==> config.mk <==
export PLATFORM = sky130hd
export DESIGN_NAME = hpm_counter_bank
export DESIGN_NICKNAME = d
export VERILOG_FILES = /design/src/rtl/hpm_counter_bank.sv
export SDC_FILE = /design/constraint.sdc
export NUM_CORES = 2
export LEC_CHECK = 0
export ABC_CLOCK_PERIOD_IN_PS = 13030
export CAP_MARGIN = 0
export CORE_ASPECT_RATIO = 1.75
export CORE_MARGIN = 2
export CORE_UTILIZATION = 38
export DETAILED_ROUTE_END_ITERATION = 12
export MAX_ROUTING_LAYER = met4
export SYNTH_ARGS = -nofsm -noshare
export SYNTH_HDL_FRONTEND = slang
export SYNTH_SLANG_ARGS = --single-unit
==> constraint.sdc <==
create_clock -name clk_i -period 13.03 [get_ports clk_i]
set_clock_uncertainty 0.15 [all_clocks]
set_input_delay 1.9545 -clock clk_i [delete_from_list [all_inputs] [get_ports clk_i]]
set_output_delay 1.9545 -clock clk_i [all_outputs]
set_load 0.01 [all_outputs]
==> src/rtl/hpm_counter_bank.sv <==
// Hardware performance monitor: mcycle, minstret and NumCounters event-selectable 64-bit counters.
// Optional registered wrap pulses on overflow_o are enabled by defining HPM_OVERFLOW_EN.

module hpm_counter (
    input  logic        clk_i,
    input  logic        rst_i,
    input  logic        inc_i,
    input  logic        wr_lo_i,
    input  logic        wr_hi_i,
    input  logic [63:0] wdata_i,
    output logic [63:0] cnt_o
);
    logic [63:0] cnt_q, cnt_d;

    // A write to either half drops this cycle's increment entirely.
    always_comb begin
        cnt_d = cnt_q;
        if (wr_lo_i || wr_hi_i) begin
            if (wr_lo_i) cnt_d[31:0]  = wdata_i[31:0];
            if (wr_hi_i) cnt_d[63:32] = wdata_i[63:32];
        end else if (inc_i) begin
            cnt_d = cnt_q + 64'd1;
        end
    end

    always_ff @(posedge clk_i or posedge rst_i) begin
        if (rst_i) cnt_q <= '0;
        else       cnt_q <= cnt_d;
    end

    assign cnt_o = cnt_q;
endmodule

module hpm_counter_bank #(
    parameter int DataWidth   = 32,
    parameter int NumCounters = 4,
    parameter int NumEvents   = 8
) (
    input  logic                   clk_i,
    input  logic                   rst_i,
    input  logic [NumEvents-1:0]   events_i,
    input  logic                   retire_i,
    input  logic                   wen_i,
    input  logic [11:0]            waddr_i,
    input  logic [DataWidth-1:0]   wdata_i,
    input  logic [11:0]            raddr_i,
    output logic [DataWidth-1:0]   rdata_o,
    output logic                   hit_o,
    output logic [NumCounters+1:0] overflow_o
);
    localparam int NC   = NumCounters + 2;
    localparam int SelW = $clog2(NumEvents + 1);

    generate
        if (DataWidth != 32 && DataWidth != 64) begin : g_bad_xlen
            $fatal(1, "hpm_counter_bank: DataWidth must be 32 or 64");
        end
        if (NumCounters < 1 || NumCounters > 29) begin : g_bad_cnt
            $fatal(1, "hpm_counter_bank: NumCounters must be 1..29");
        end
        if (NumEvents < 1 || NumEvents > 63) begin : g_bad_evt
            $fatal(1, "hpm_counter_bank: NumEvents must be 1..63");
        end
    endgenerate

    // Counter index j: 0 = mcycle, 1 = minstret, 2+i = mhpmcounter(3+i).
    function automatic logic [11:0] cnt_addr(input int j);
        if (j == 0) return 12'hB00;
        if (j == 1) return 12'hB02;
        return 12'(32'hB01 + j);
    endfunction

    function automatic int inh_bit(input int j);
        if (j == 0) return 0;
        if (j == 1) return 2;
        return j + 1;
    endfunction

    logic [NumCounters-1:0][SelW-1:0] sel_q, sel_d;
    logic [NC-1:0]                    inh_q, inh_d;
    logic [NC-1:0][63:0]              cnt;
    logic [NC-1:0]                    inc, wr_lo, wr_hi;
    logic [(1<<SelW)-1:0]             ev_ext;
    logic [63:0]                      wdata64;

    generate
        if (DataWidth == 64) begin : g_w64
            assign wdata64 = wdata_i[63:0];
        end else begin : g_w32
            assign wdata64 = {wdata_i[31:0], wdata_i[31:0]};
        end
    endgenerate

    // Slot 0 is the "never counts" selection; unused upper slots stay 0.
    always_comb begin
        ev_ext = '0;
        ev_ext[NumEvents:1] = events_i;
    end

    always_comb begin
        for (int j = 0; j < NC; j++) begin
            wr_lo[j] = wen_i && (waddr_i == cnt_addr(j));
            wr_hi[j] = (DataWidth == 32) ? (wen_i && (waddr_i == cnt_addr(j) + 12'h080))
                                         : wr_lo[j];
        end
    end

    always_comb begin
        inc[0] = ~inh_q[0];
        inc[1] = retire_i & ~inh_q[1];
        for (int i = 0; i < NumCounters; i++)
            inc[i+2] = ev_ext[sel_q[i]] & ~inh_q[i+2];
    end

    generate
        for (genvar j = 0; j < NC; j++) begin : g_cnt
            hpm_counter u_cnt (
                .clk_i   (clk_i),
                .rst_i   (rst_i),
                .inc_i   (inc[j]),
                .wr_lo_i (wr_lo[j]),
                .wr_hi_i (wr_hi[j]),
                .wdata_i (wdata64),
                .cnt_o   (cnt[j])
            );
        end
    endgenerate

    // Out-of-range event selections are stored as 0 (WARL).
    always_comb begin
        sel_d = sel_q;
        inh_d = inh_q;
        for (int i = 0; i < NumCounters; i++) begin
            if (wen_i && (waddr_i == 12'(32'h323 + i)))
                sel_d[i] = (wdata_i > DataWidth'(NumEvents)) ? '0 : wdata_i[SelW-1:0];
        end
        if (wen_i && (waddr_i == 12'h320)) begin
            for (int j = 0; j < NC; j++)
                inh_d[j] = wdata_i[inh_bit(j)];
        end
    end

    always_ff @(posedge clk_i or posedge rst_i) begin
        if (rst_i) begin
            sel_q <= '0;
            inh_q <= '0;
        end else begin
            sel_q <= sel_d;
            inh_q <= inh_d;
        end
    end

    always_comb begin
        rdata_o = '0;
        hit_o   = 1'b0;
        for (int j = 0; j < NC; j++) begin
            if (raddr_i == cnt_addr(j)) begin
                rdata_o = cnt[j][DataWidth-1:0];
                hit_o   = 1'b1;
            end
            if (DataWidth == 32 && raddr_i == cnt_addr(j) + 12'h080) begin
                rdata_o = DataWidth'(cnt[j][63:32]);
                hit_o   = 1'b1;
            end
        end
        for (int i = 0; i < NumCounters; i++) begin
            if (raddr_i == 12'(32'h323 + i)) begin
                rdata_o = DataWidth'(sel_q[i]);
                hit_o   = 1'b1;
            end
        end
        if (raddr_i == 12'h320) begin
            for (int j = 0; j < NC; j++)
                rdata_o[inh_bit(j)] = inh_q[j];
            hit_o = 1'b1;
        end
    end

`ifdef HPM_OVERFLOW_EN
    logic [NC-1:0] ovf_q, ovf_d;

    // Only an increment from all-ones wraps; writes never pulse.
    always_comb begin
        for (int j = 0; j < NC; j++)
            ovf_d[j] = inc[j] & ~(wr_lo[j] | wr_hi[j]) & (&cnt[j]);
    end

    always_ff @(posedge clk_i or posedge rst_i) begin
        if (rst_i) ovf_q <= '0;
        else       ovf_q <= ovf_d;
    end

    assign overflow_o = ovf_q;
`else
    assign overflow_o = '0;
`endif

endmodule

==> impl_results.md <==
- Outcome: finished, final reports clean
- Cell Rows: 135
- Sequential fraction of the synthesis area: 34.2%
- Int Pwr: 2.18 mW
- WP data required: 10,930 ps
- Initial DRC Count: 4,505
- Root Driver: clkbuf_16
- Area Overhead vs Synth: 10.8%
- TritonCTS clock tree: built
- Port buffer count: 100
- Fmax: 116 MHz
- Seq pwr share: 45.2%
- Via count: 34,079
- Area leader, netlist: dfrtp_1
- Hpwl dp: 120 mm
- I/O pin count: 107
- Final-report max-slew violation count: 0
- Post-synth EDFFs: 0
- R2R Path Start: g_cnt[5].u_cnt.cnt_o[0]
- Worst-Margin Slew: 1340 ps
- Setup_tns: 0 ps
- CP Max Fanout: 25
- Die area: 80,500 um2
- WP data arrival: 6490 ps
- Worst Slack Setup Final: 4440 ps
- Post-synth top cells: a21oi_1, nand2_1, dfrtp_1, o21ai_0, nor2_1
- Critical Path Source Type: input port
- Reg2Reg Setup Slack: 8970 ps
- Num CTS Buffers: 45
- Top Metal Used: met4
- Met3 WL: 13.8 mm
- Core area: 77,400 um2
- Syn Area/Cell: 7.63 um2
- Max-cap violations: 0
- Power density over the cells: 94.1 nW/um2
- Clock latency on the worst-skew pair: 620 ps
- Asr flop ratio synth: 100%
- Synth Flop Type: dfrtp_1
- Vias per Instance: 7.00
- Crit. Startpoint: raddr_i[0]
- Worst r2r dst: g_cnt[5].u_cnt.cnt_o[58]
- NumNets Final: 3,866
- Chip width: 215 um
- Power share of the clock group: 44.6%
- Sink Count: 406
- GR Overflow Total: 0
- Routed WL: 166 mm
- Fin. Hold Viols: 0
- Synth cell types: 102
- Height of the die: 374 um
- H-tree Lvls: 2
- Clock Tree Buf Depth: 3
- Finish-stage setup viols: 0
- Starting density of the core: 38.4%
- Worst Hold Class: register to register
- Layout cells sized above 1: 7.64%
- WS Path Type: input port to output port
- Synth Warn #: 0
- Pin count of the biggest net entering global routing: 131
- GP Congestion: 1.09
- Power share of the combinational group: 10.2%
- Crit share post-route: 65.9%
- Number of synthesized register bits: 406
- Clk pin slew, worst setup/hold paths: 60 ps
- Min cycle time layout: 8590 ps
- Worst setup EP type: output port
- Max VDD drop: 0.0000836 V
- Psw: 0.918 mW
- GRT Util Overall: 41.6%
- Setup Fix Bufs, Post-CTS: 0
- Vias in the first global route: 31,559
- Worst setup endpoint: rdata_o[5]
- Largest cells by area after synthesis: dfrtp_1, a21oi_1, o21ai_0
- Mapped cell area: 29,700 um2
- Metal-1 WL: 56.3 mm
- Leak pwr: 12.4 nW
- Min-delay src: g_cnt[2].u_cnt.cnt_o[54]
- Most common cell in the netlist: a21oi_1
- Remaining DRCs: 0
- Worst rel slew slack: 10.5%
- First-pass GRT wire length: 236 mm
- Post-Syn Instances: 3,892
- RSZ-0062 raised after global routing: false
- Sw Share: 29.6%
- Post-cts resize count: 0
- Hold_buf cts: 0
- Pre-CTS setup slack: 4600 ps
- Initial DRT Pass Iterations: 6
- Routed wl met2: 76.1 mm
- Synth top area share: 34.2%
- Worst r2r path cells: 8
- Initial antenna violation count: 13
- Post-detailed-route count of antenna-violating nets: 0
- Wire per inst: 34.1 um
per-layer routing:
layer,global-route usage (%),vias to the layer above
met2,64.6,1958
met1,43.0,16731
met3,9.36,770
li1,-,14620
met5,-,-
met4,40.8,0
placed cells by master, fill, tap and decap left out, types with 11 or more instances in the layout:
cell type          n
a211oi_1          20
and2_1            32
o221ai_1          26
dfrtp_1          406
or3_1             15
nand3_1          212
or2_2             19
buf_4             79
nor4_2            12
nor2_1           243
a22oi_1           27
nor2b_1           11
o32ai_1           50
a221oi_1          29
a22o_1            13
a2bb2oi_1         21
diode_2           20
nand2b_1          14
nand4_1           96
nor4_4            12
and3_1            70
nor4_1            28
nor3_1            56
nor4b_1           12
a31oi_1           48
clkdlybuf4s50_1   99
inv_1             54
clkbuf_1          11
a41oi_1           11
o22ai_1          173
a21oi_1          658
mux2i_1           53
o31ai_1           21
o21ai_0          362
and4_1            30
mux2_2            24
nand2_1          437
clkbuf_16         45
o22a_1            33
critical path, stage by stage:
cell	delay [ps]
clkdlybuf4s50_1	970
or4_1	1010
nor4_2	910
a221oi_1	250
o21ai_0	160
a211oi_1	130
o31ai_1	470
clkdlybuf4s50_1	640
worst min path at each step:
stage,to,slack (ps),depth (start not counted)
final,g_cnt[2].u_cnt.cnt_o[54],400,2
after global routing,inh_q[2],410,1
after CTS,inh_q[2],400,1
after detailed placement,inh_q[2],390,1
after global placement,g_cnt[5].u_cnt.cnt_o[58],390,2
after floorplan,g_cnt[0].u_cnt.cnt_o[42],330,2
state kept, by name, summed over array words and instances (netlist names):
register and flops:
inh_q 6, sel_q 16, g_cnt.u_cnt.cnt_o 384
through the flow:
stage                     hold WS (ps)  area [um2]  util [%]  total power [mW]  std cells
after floorplan                    333       29700         -              1.53       3897
after global placement             387       31400      40.5              1.72       4772
after detailed placement           389       31400      40.5              1.72       4772
after CTS                          403       32900      42.5              3.09       4850
after global routing               410       32900      42.5              3.16       4862
final                              404       32900      42.5              3.10       4870
power by group through the flow:
stage                     combinational [mW]  clock [mW]  sequential (mW)
after floorplan                        0.169           0             1.36
after global placement                 0.304           0             1.42
after detailed placement               0.305           0             1.42
after CTS                              0.305        1.39             1.39
after global routing                   0.329        1.43             1.40
final                                  0.316        1.38             1.40
layout make-up:
class	instances	area, um2
diodes	20	50.0
clock buffers	66	1310
clock inverters	12	188
fillers	8136	44500
inverters	55	210
multi-input cells	3104	18100
flip-flops and latches	406	10200
well taps	1027	1280
repair buffers	180	1620
kinds of logic (layout without fill, tap and decap cells):
family / Yosys count / in the layout / share of synthesized area [%]
compound gates: 1611 / 1611 / 32.4
simple gates: 1397 / 1397 / 24.7
flops: 406 / 406 / 34.2
buf+inv: 387 / 313 / 5.41
mux: 81 / 81 / 3.00
fa+ha+maj: 6 / 6 / 0.253
xor+xnor: 3 / 3 / 0.0885
other cells: 1 / 26 / 0.0126
Note: power is estimated with default switching activity, not from simulation.
